File: src/rtl/motion_pkg.sv
// Shared motion-control types and constants for the stepper axis blocks.
package motion_pkg;

  // Move sequencer states; SETUP is only reachable when the direction setup
  // wait is compiled in (STEPPER_DIR_SETUP_EN).
  typedef enum logic [2:0] {
    IDLE,
    SETUP,
    WAIT_TICK,
    PULSE,
    DONE
  } stepper_state_t;

  localparam int STEP_BITS_DEFAULT = 16;

endpackage

File: src/rtl/stepper_pulse_gen_pulse_stretcher.sv
// pulse_stretcher: loadable down-counter that holds 'active' high for exactly
// PULSE_CYCLES clk cycles after 'start'. 'last' flags the final high cycle,
// 'kill' truncates the pulse on the next edge.
module pulse_stretcher #(
  parameter int PULSE_CYCLES = 4
) (
  input  logic clk,
  input  logic reset,
  input  logic start,
  input  logic kill,
  output logic active,
  output logic last
);

  localparam int CW = $clog2(PULSE_CYCLES + 1);

  logic [CW-1:0] cnt_reg;
  logic          active_reg;

  // Width counter: loaded on start, counts down to zero while the pulse runs.
  always_ff @(posedge clk or posedge reset) begin
    if (reset) begin
      cnt_reg <= '0;
    end else if (kill) begin
      cnt_reg <= '0;
    end else if (start) begin
      cnt_reg <= CW'(PULSE_CYCLES);
    end else if (cnt_reg != '0) begin
      cnt_reg <= cnt_reg - 1'b1;
    end
  end

  // Registered pulse output so the STEP pin is driven straight from a flop.
  always_ff @(posedge clk or posedge reset) begin
    if (reset) begin
      active_reg <= 1'b0;
    end else if (kill) begin
      active_reg <= 1'b0;
    end else if (start) begin
      active_reg <= 1'b1;
    end else if (last) begin
      active_reg <= 1'b0;
    end
  end

  assign active = active_reg;
  assign last   = active_reg && (cnt_reg == CW'(1));

endmodule

File: src/rtl/stepper_pulse_gen.sv
// stepper_pulse_gen: turns rate ticks into STEP/DIR drive for one axis.
// Optional feature macro: STEPPER_DIR_SETUP_EN adds a SETUP state that waits
// DIR_SETUP_TICKS ticks after each accepted non-zero command before pulsing.
module stepper_pulse_gen
  import motion_pkg::*;
#(
  parameter int STEP_BITS       = STEP_BITS_DEFAULT,
  parameter int PULSE_CYCLES    = 4,
  parameter int DIR_SETUP_TICKS = 1
) (
  input  logic                 clk,
  input  logic                 reset,
  input  logic                 tick,
  input  logic                 cmd_valid,
  output logic                 cmd_ready,
  input  logic [STEP_BITS-1:0] cmd_steps,
  input  logic                 cmd_dir,
  input  logic                 abort,
  output logic                 step,
  output logic                 dir,
  output logic                 busy,
  output logic                 done,
  output logic [STEP_BITS-1:0] steps_left
);

  stepper_state_t       state_reg, state_next;
  logic                 dir_reg, dir_next;
  logic [STEP_BITS-1:0] steps_left_reg, steps_left_next;
  logic                 pulse_start, pulse_kill, pulse_active, pulse_last;

`ifdef STEPPER_DIR_SETUP_EN
  localparam int SETUP_W = $clog2(DIR_SETUP_TICKS + 1);
  localparam stepper_state_t MOVE_ENTRY = SETUP;

  logic [SETUP_W-1:0] setup_cnt_reg;
  logic               setup_last;

  assign setup_last = (setup_cnt_reg == SETUP_W'(DIR_SETUP_TICKS - 1));

  // Counts setup ticks; cleared whenever the sequencer is outside SETUP.
  always_ff @(posedge clk or posedge reset) begin
    if (reset) begin
      setup_cnt_reg <= '0;
    end else if (state_reg != SETUP) begin
      setup_cnt_reg <= '0;
    end else if (tick && !abort) begin
      setup_cnt_reg <= setup_cnt_reg + 1'b1;
    end
  end
`else
  localparam stepper_state_t MOVE_ENTRY = WAIT_TICK;

  logic unused_dir_setup;
  assign unused_dir_setup = (DIR_SETUP_TICKS != 0);
`endif

  // State, direction and remaining-step registers.
  always_ff @(posedge clk or posedge reset) begin
    if (reset) begin
      state_reg      <= IDLE;
      dir_reg        <= 1'b0;
      steps_left_reg <= '0;
    end else begin
      state_reg      <= state_next;
      dir_reg        <= dir_next;
      steps_left_reg <= steps_left_next;
    end
  end

  // Next-state logic; abort always beats a coincident tick.
  always_comb begin
    state_next      = state_reg;
    dir_next        = dir_reg;
    steps_left_next = steps_left_reg;
    pulse_start     = 1'b0;
    pulse_kill      = 1'b0;
    case (state_reg)
      IDLE: begin
        if (cmd_valid) begin
          dir_next        = cmd_dir;
          steps_left_next = cmd_steps;
          state_next      = (cmd_steps == '0) ? DONE : MOVE_ENTRY;
        end
      end
`ifdef STEPPER_DIR_SETUP_EN
      SETUP: begin
        if (abort) begin
          state_next = DONE;
        end else if (tick && setup_last) begin
          state_next = WAIT_TICK;
        end
      end
`endif
      WAIT_TICK: begin
        if (abort) begin
          state_next = DONE;
        end else if (tick) begin
          pulse_start = 1'b1;
          state_next  = PULSE;
        end
      end
      PULSE: begin
        if (abort) begin
          // A truncated pulse leaves steps_left untouched.
          pulse_kill = 1'b1;
          state_next = DONE;
        end else if (pulse_last) begin
          if (steps_left_reg != '0) begin
            steps_left_next = steps_left_reg - 1'b1;
          end
          state_next = (steps_left_reg <= STEP_BITS'(1)) ? DONE : WAIT_TICK;
        end
      end
      DONE: begin
        state_next = IDLE;
      end
      default: begin
        state_next = IDLE;
      end
    endcase
  end

  pulse_stretcher #(
    .PULSE_CYCLES(PULSE_CYCLES)
  ) u_stretch (
    .clk   (clk),
    .reset (reset),
    .start (pulse_start),
    .kill  (pulse_kill),
    .active(pulse_active),
    .last  (pulse_last)
  );

  assign step       = pulse_active;
  assign dir        = dir_reg;
  assign steps_left = steps_left_reg;
  assign cmd_ready  = (state_reg == IDLE);
  assign busy       = (state_reg != IDLE);
  assign done       = (state_reg == DONE);

endmodule

File: config.mk
export PLATFORM = sky130hd
export DESIGN_NAME = stepper_pulse_gen
export DESIGN_NICKNAME = d
export VERILOG_FILES = /design/src/rtl/motion_pkg.sv /design/src/rtl/stepper_pulse_gen_pulse_stretcher.sv /design/src/rtl/stepper_pulse_gen.sv
export SDC_FILE = /design/constraint.sdc
export NUM_CORES = 1
export LEC_CHECK = 0
export BUFFER_PORTS_ARGS = -buffer_cell sky130_fd_sc_hd__buf_4
export CELL_PAD_IN_SITES_DETAIL_PLACEMENT = 1
export CELL_PAD_IN_SITES_GLOBAL_PLACEMENT = 1
export CORE_MARGIN = 2
export CORE_UTILIZATION = 41
export DETAILED_ROUTE_END_ITERATION = 16
export GPL_TIMING_DRIVEN = 0
export PLACE_DENSITY = 0.89
export RECOVER_POWER = 100
export SLEW_MARGIN = 30
export SYNTH_ARGS = -nofsm -noshare
export SYNTH_HDL_FRONTEND = slang
export SYNTH_HIERARCHICAL = 1
export SYNTH_SLANG_ARGS = --single-unit
File: constraint.sdc
create_clock -name clk -period 3.6 [get_ports clk]
set_input_delay 0.36 -clock clk [delete_from_list [all_inputs] [get_ports clk]]
set_output_delay 0.36 -clock clk [all_outputs]
set_load 0.005 [all_outputs]
# == Word level (Yosys, flattened, before mapping) ==
# Index checks and enable logic that the tools add are counted.
# classes
n_reduce_logical,12
eq_ne,10
mux,24
n_lt_le_gt_ge,1
add_sub_neg,2
# ops
op,count
$mux W16,4
$pmux W16 S2,1
$mux W3,10
$le A16 B1 Y1 const B,1
$logic_not A16 Y1,1
$reduce_bool A16 Y1,1
$sub A16 B1 Y16 const B,1
$reduce_bool A3 Y1,4
$pmux W3 S3,1
$mux W1,8
$ne A2 B2 Y1 const B,4
$eq A3 B2 Y1 const B,2
$ne A3 B3 Y1 const B,2
$reduce_and A5 Y1,1
$eq A3 B1 Y1 const B,1
$eq A3 B3 Y1 const B,1
$logic_not A3 Y1,1
$reduce_and A3 Y1,1
$sub A3 B1 Y3 const B,1
$reduce_and A2 Y1,1
$reduce_bool A2 Y1,1
$logic_and A1 B1 Y1,1
# word_totals
inputBits,22
ff_bits,24
output_inout_bits,21
word_cells,54

# == Depth between registers and ports, before layout ==
# Gate-level depths: netlist of run 1.
# logic_depth
depth_word,5
ltp_mapped,9
ltp_nobuf,8

# == By module ==
# The synthesis of run 1 kept the hierarchy.
# modules_own_cells
module,area_each_um2,seq_area_each_um2,cells_per_inst,n_inst
stepper_pulse_gen,1561.5,500.5,175,1
pulse_stretcher,239.0,100.1,24,1

# == Worst setup path before layout of run 1 ==
# Ideal clock, no wire load.
# synth_timing
path_kind,reg2reg
startpoint,register u_stretch.cnt_reg[1]
endpoint,register steps_left_reg[0] (netlist: steps_left[0])
slack_ps,1723
t_arrival_ps,1759
setup_time_ps,118
stages_incl_launch_ff,10
synth_period_minus_slack_ps,1877
path_buffers,1
t_required_ps,3482
cell_sequence,dfrtp_1 -> inv_1 -> ha_1 -> nand2b_1 -> nor2_1 -> nand4b_1 -> a21o_1 -> buf_2 -> a221o_1 -> a21o_1
# synth_via
elab_chain_len,4
# synth_rtl
item,line_no,text
start: declaration,stepper_pulse_gen_pulse_stretcher.sv:17,logic [CW-1:0] cnt_reg;
start signal: assignment,stepper_pulse_gen_pulse_stretcher.sv:27,cnt_reg <= CW'(PULSE_CYCLES);
start signal: assignment,stepper_pulse_gen_pulse_stretcher.sv:29,cnt_reg <= cnt_reg - 1'b1;
$eq A3 B1 Y1,stepper_pulse_gen_pulse_stretcher.sv:47,assign last = active_reg && (cnt_reg == CW'(1));
$logic_and A1 B1 Y1,stepper_pulse_gen_pulse_stretcher.sv:47,
net pulse_last,stepper_pulse_gen.sv:29,"logic pulse_start, pulse_kill, pulse_active, pulse_last;"
$ne A2 B2 Y1 (no source line),n/a,
$reduce_and A5 Y1 (no source line),n/a,
end signal: assignment,stepper_pulse_gen.sv:66,steps_left_reg <= steps_left_next;
end: declaration,stepper_pulse_gen.sv:28,"logic [STEP_BITS-1:0] steps_left_reg, steps_left_next;"
# The timed path passes the listed nets, and every way through them passes these cells.
# A chain may end at the register's enable or synchronous reset.

# == Worst setup path after layout of run 1 ==
# layout_timing
startpoint,register u_stretch.cnt_reg[1]
endpoint,register steps_left_reg[7] (netlist: steps_left[7])
# The elaborated chain is that of the path after synthesis.

==> results.tsv, run 1 <==
metric	value	unit
status	completed	
timing.rr.end	steps_left[7]	
pwr-share-clk	13.8	%
hp-class	in2reg	
grt_usage	24.9	%
p_seq_share	32.3	%
seqCellArea	601	um2
yosys.area.top_type_share	33.4	%
wl_per_cell	19.6	um
totalNegativeSetupSlack	0	ps
critPathRequiredTime	3770	ps
setup_viol	0	
syn-cell-area	1800	um2
num_io_pins	43	
drtPass1Iterations	4	
whs	333	ps
die_h	70.3	um
yosysTopAreaCell	dfrtp_1	
setup.worst_path.start_class	flop	
final_antenna_net_count	0	
synth_compound_gate_area_share	30.3	%
min_period	2580	ps
internal_power	999	uW
yosysWarnings	6	
cts_made_buffers	3	
drv_cap	0	
post-route-period-util	71.6	%
ys.flop_type	dfrtp_1	
switching_share	44.4	%
finalWirelength	5840	um
crit_fanout	9	
hpwlAfterDp	4290	um
crit_path_end	steps_left[7]	
syn_nets	227	
post-cts-setup-buffers	0	
ys_seq_elements	24	
worstRegToRegCells	8	
rows	24	
drc	0	
fmax	388	MHz
rsz0062_at_grt	no	
antenna_found_initial	0	
clock-sinks	24	
relSlewSlack	29.1	%
synthMostInstantiatedCell	dfrtp_1	
synth_xor_area_share	0.486	%
synth_cell_types	63	
cts_tree	built	
worst_setup_path_end_kind	flop	
crit_type	reg2reg	
routabilityCongestion	0.878	
crit_start	u_stretch/cnt_reg[1]	
grt_pass1_vias	1953	
io_buffers	42	
syn_inst	199	
vdd_drop_max	0.284	mV
power.share.combinational	53.9	%
p_switching	799	uW
p_leak	0.932	nW
dieArea	4940	um2
finalHoldViolations	0	
core	4290	um2
muxShareOfSynthArea	0.834	%
clk_pin_slew_worst_paths	90	ps
die_w	70.3	um
drive_above_1_share	25.2	%
nFillCells	528	
synthAdderAreaFrac	4.17	%
synthTopCellsByCount	dfrtp_1 (24), nand2_1 (13), nor2_1 (13), o21ai_0 (12), inv_1 (10)	
clk_latency	280	ps
synth.area.top_cells	dfrtp_1 (33%), ha_1 (4.2%), o21ai_0 (3.3%)	
drt_iter0_drc	155	
start_util	41.9	%
yosysSeqAreaShare	33.4	%
async_reset_ff_share	100	%
cellPowerDensity	803	nW/um2
synth_area_per_cell	9.05	um2
synth_simple_gate_area_share	25.6	%
grt_pass1_wl	9820	um
arrival	2750	ps
tightestPinTransition	1050	ps
rr_startpoint	u_stretch/cnt_reg[1]	
r2r_setup_slack	1020	ps
synth-edff-count	0	
nets	275	
vias_per_cell	6.38	
multiInputGateArea	1080	um2
finalMaxSlewViolations	0	
area_growth	24.4	%
grt_max_degree	21	
cts-root-buf	clkbuf_8	
clockBufferDepth	2	
cts.htree.levels	1	
largest_reg_flops	16	
skew	1.34	ps
vias	1901	
diodes	0	
overflow	0	
synth_top_family_by_area	compound AO/OA/AOI/OAI gates	
==> how the worst min path moves through the flow <==
stage	from	end	slack, ps	cells past startpoint
floorplan	reset	u_stretch/active	130	1
global placement	reset	u_stretch/cnt_reg[0]	270	2
detailed placement	reset	u_stretch/cnt_reg[0]	270	2
CTS	cmd_dir	dir	340	3
global route	cmd_dir	dir	330	3
finish	cmd_dir	dir	330	3
==> layer usage <==
metal	GRT usage, %	up-vias	share of wire, %
met3	4.47	13	5.5
li1	-	866	-
met4	8.12	0	2.3
met5	0	-	0
met2	38.9	81	47
met1	34.8	941	45
==> through the flow <==
stage / cells / worst slack [ps] / area (um2) / power (mW) / utilization [%]
final: 298 / 1020 / 2240 / 1.80 / 52.2
after global routing: 298 / 872 / 2240 / 1.93 / 52.2
after CTS: 298 / 1320 / 2260 / 1.82 / 52.7
after detailed placement: 293 / 1380 / 2180 / 1.57 / 50.8
after global placement: 293 / 1380 / 2180 / 1.51 / 50.8
after floorplan: 199 / 1720 / 1800 / 1.16 / -
==> layout by cell type (no fill, tap or decap), types with 4 or more instances in the layout <==
| master | netlist | routed |
|---|---|---|
| clkbuf_1 | 6 | 7 |
| o2bb2ai_1 | 4 | 4 |
| nor2_1 | 13 | 13 |
| nor3b_1 | 4 | 4 |
| nand2_1 | 13 | 13 |
| a211oi_1 | 4 | 4 |
| inv_1 | 10 | 10 |
| nor4_1 | 7 | 7 |
| clkbuf_4 | 0 | 20 |
| o211ai_1 | 8 | 8 |
| nor3_1 | 6 | 6 |
| a21oi_1 | 6 | 8 |
| ha_1 | 6 | 6 |
| buf_4 | 1 | 23 |
| o21ai_0 | 12 | 16 |
| dfrtp_1 | 24 | 24 |
==> timing repair <==
action | CTS | global route
hold buffers | 1 | 0
endpoints found under the hold margin | 4 | 0
gates resized for setup | 0 | 0
==> kinds of logic after synthesis <==
logic type	Yosys count
xor+xnor	1
fa+ha+maj	6
simple gates	73
flops	24
compound gates	73
buf+inv	21
mux	1
==> power by group through the flow <==
stage / sequential [mW] / clock, mW / combinational, mW
floorplan: 0.552 / 0 / 0.612
global placement: 0.575 / 0 / 0.935
detailed placement: 0.586 / 0 / 0.980
CTS: 0.581 / 0.252 / 0.987
global route: 0.607 / 0.264 / 1.06
finish: 0.582 / 0.248 / 0.969
==> final cells by class <==
cell class	count	share of cell area [%]
sequential	24	26.8
buffer	11	2.46
multi-input combinational	154	48.4
clock buffer	3	1.84
clock inverter	1	1.34
inverter	10	1.68
tap	52	2.91
timing repair buffer	43	14.5
==> critical path: stages (launching register included) <==
cell	delay [ps]
dfrtp_1	390
inv_1	100
ha_1	150
nand2b_1	80
nor2_1	250
nand4b_1	170
a21oi_1	760
o21ai_2	290
o22a_1	280
(Power assumes the default switching activity.)
==> run 2, diff against run 1 <==
Settings changed: CORE_UTILIZATION 41 to 40, PLACE_DENSITY 0.89 to 0.88.
Clock period 3.6 ns to 2.52 ns, I/O delays scaled along.
==> run 2 against run 1 <==
Compared with the run above:
- sequential power grew 42%
- fmax grew 11%
- cell count shrank 0.34%
- final area shrank 1.3%
- non-clock buffer count is the same
- register-to-register slack lost 830 ps
- global-route usage shrank 1.6 points
- clock skew grew 1.1 ps
- hold slack lost 130 ps
- die area grew 2.4%
- critical endpoint is now steps_left[14]
- highest routed layer unchanged
==> results.tsv, run 2 (synthesis results as in run 1) <==
metric	value	unit	change
status	completed		unchanged
finalHoldViolations	0		unchanged
largest_reg_flops	16		unchanged
hold_end	dir		unchanged
core	4350	um2	was 4290 um2
grt_usage	23.3	%	was 24.9%
clock-sinks	24		unchanged
cts-root-buf	clkbuf_8		unchanged
hold_path_depth	3		unchanged
antenna_found_initial	0		unchanged
drv_cap	0		unchanged
dieArea	5050	um2	was 4940 um2
rsz0062_at_grt	no		unchanged
setup.worst_path.start_class	flop		unchanged
nets	275		unchanged
totalNegativeSetupSlack	0	ps	unchanged
tightestPinTransition	931	ps	was 1050 ps
layout_setup_ws	192	ps	was 1020 ps
post-cts-setup-buffers	0		unchanged
layout_commonest_cell	dfrtp_1		unchanged
grt_pass1_wl	9260	um	was 9820 um
finalWirelength	5570	um	was 5840 um
cts.htree.levels	1		unchanged
wl_per_cell	18.7	um	was 19.6 um
hp-start	cmd_dir		unchanged
cts_made_buffers	3		unchanged
vias_per_cell	6.11		was 6.38
p_seq_share	34.3	%	was 32.3%
min_period	2330	ps	was 2580 ps
drive_above_1_share	24.9	%	was 25.2%
rows	24		unchanged
r2r_setup_slack	190	ps	was 1020 ps
cts-resized-gates	0		unchanged
clockBufferDepth	2		unchanged
post-route-period-util	92.4	%	was 71.6%
die_w	71.1	um	was 70.3 um
area_growth	22.7	%	was 24.4%
clk_pin_slew_worst_paths	90	ps	about the same
crit_type	reg2reg		unchanged
rr_startpoint	steps_left[0]		was u_stretch/cnt_reg[1]
num_io_pins	43		unchanged
fmax	430	MHz	was 388 MHz
final_cell_mix	dfrtp_1 (24), buf_4 (23), clkbuf_4 (20)		unchanged
drtPass1Iterations	7		was 4
relSlewSlack	37.4	%	was 29.1%
final_antenna_net_count	0		unchanged
hpwlAfterDp	4170	um	was 4290 um
drt_iter0_drc	65		was 155
start_util	41.4	%	was 41.9%
grt_max_degree	21		unchanged
p_total	2.41	mW	was 1.80 mW
cts_hold_buf	1		unchanged
skew	2.44	ps	was 1.34 ps
finalMaxSlewViolations	0		unchanged
diodes	0		unchanged
hp-class	in2reg		unchanged
die_h	71.1	um	was 70.3 um
setup_viol	0		unchanged
cts_tree	built		unchanged
postLayoutCellArea	2210	um2	was 2240 um2
p_leak	0.910	nW	was 0.932 nW
grt_pass1_vias	1808		was 1953
timing.rr.end	steps_left[14]		was steps_left[7]
worstRegToRegCells	6		was 8
switching_share	45.8	%	was 44.4%
pwr-share-clk	10.0	%	was 13.8%
arrival	2530	ps	was 2750 ps
clk_latency	270	ps	was 280 ps
vias	1816		was 1901
placedInstanceArea	2180	um2	unchanged
p_switching	1.11	mW	was 799 uW
internal_power	1.31	mW	was 999 uW
crit_fanout	7		was 9
cellPowerDensity	1090	nW/um2	was 803 nW/um2
vdd_drop_max	0.416	mV	was 0.284 mV
routabilityCongestion	0.867		was 0.878
critPathRequiredTime	2720	ps	was 3770 ps
worst_setup_path_end_kind	flop		unchanged
io_buffers	42		unchanged
dp_slack	272	ps	was 1380 ps
drc	0		unchanged
power.share.combinational	55.7	%	was 53.9%
overflow	0		unchanged
## run 2: changes by cell type in the layout (fill, tap and decap cells not counted), sizes merged
| cell | previous run | this run |
|---|---|---|
| bufinv | 1 | 0 |
| buf | 26 | 25 |
| clkbuf | 30 | 31 |
## run 2: worst max path at each step
stage               slack [ps]             end  cells after the start            startpoint
global placement           290  steps_left[14]                      6         steps_left[0]
detailed placement         270  steps_left[14]                      6         steps_left[0]
finish                     190  steps_left[14]                      6         steps_left[0]
global route                20  steps_left[14]                      6         steps_left[0]
CTS                        230  steps_left[14]                      6         steps_left[0]
floorplan                  640   steps_left[0]                      9  u_stretch/cnt_reg[1]
## run 2: critical path, cell delays in order (launching register included)
cell and delay, ps:
dfrtp_1 470, inv_1 140, ha_1 230, nor3b_1 640, nand4_1 240, a221oi_1 360
a2bb2oi_1 180
## run 2: power by group through the flow
stage               clock, mW  combinational (mW)  sequential [mW]
finish                  0.240                1.34            0.829
global route            0.246                1.50            0.868
CTS                     0.243                1.40            0.830
detailed placement          0                1.39            0.835
global placement            0                1.35            0.821
floorplan                   0               0.874            0.788
## run 2: metal layers
layer / vias up / share of wire (%) / track usage, %
met1: 909 / 47 / 32.9
met4: 0 / 1.1 / 5.87
met2: 37 / 49 / 38.8
met3: 4 / 3.2 / 1.85
li1: 866 / - / -
met5: - / 0 / 0
## run 2: area by class of cell
cell class,instances,area [um2]
Buffer,11,53.8
Clock buffer,3,41.3
Fill cell,539,2140
Inverter,10,37.5
Multi-Input combinational cell,154,1090
Sequential cell,24,601
Tap cell,52,65.1
Timing Repair Buffer,43,325
## run 2: metrics by stage
step	util, %	hold WS, ps	std cells
floorplan	-	18.1	199
global placement	50.1	152	293
detailed placement	50.1	158	293
CTS	51.3	206	297
global route	50.7	268	297
finish	50.7	202	297
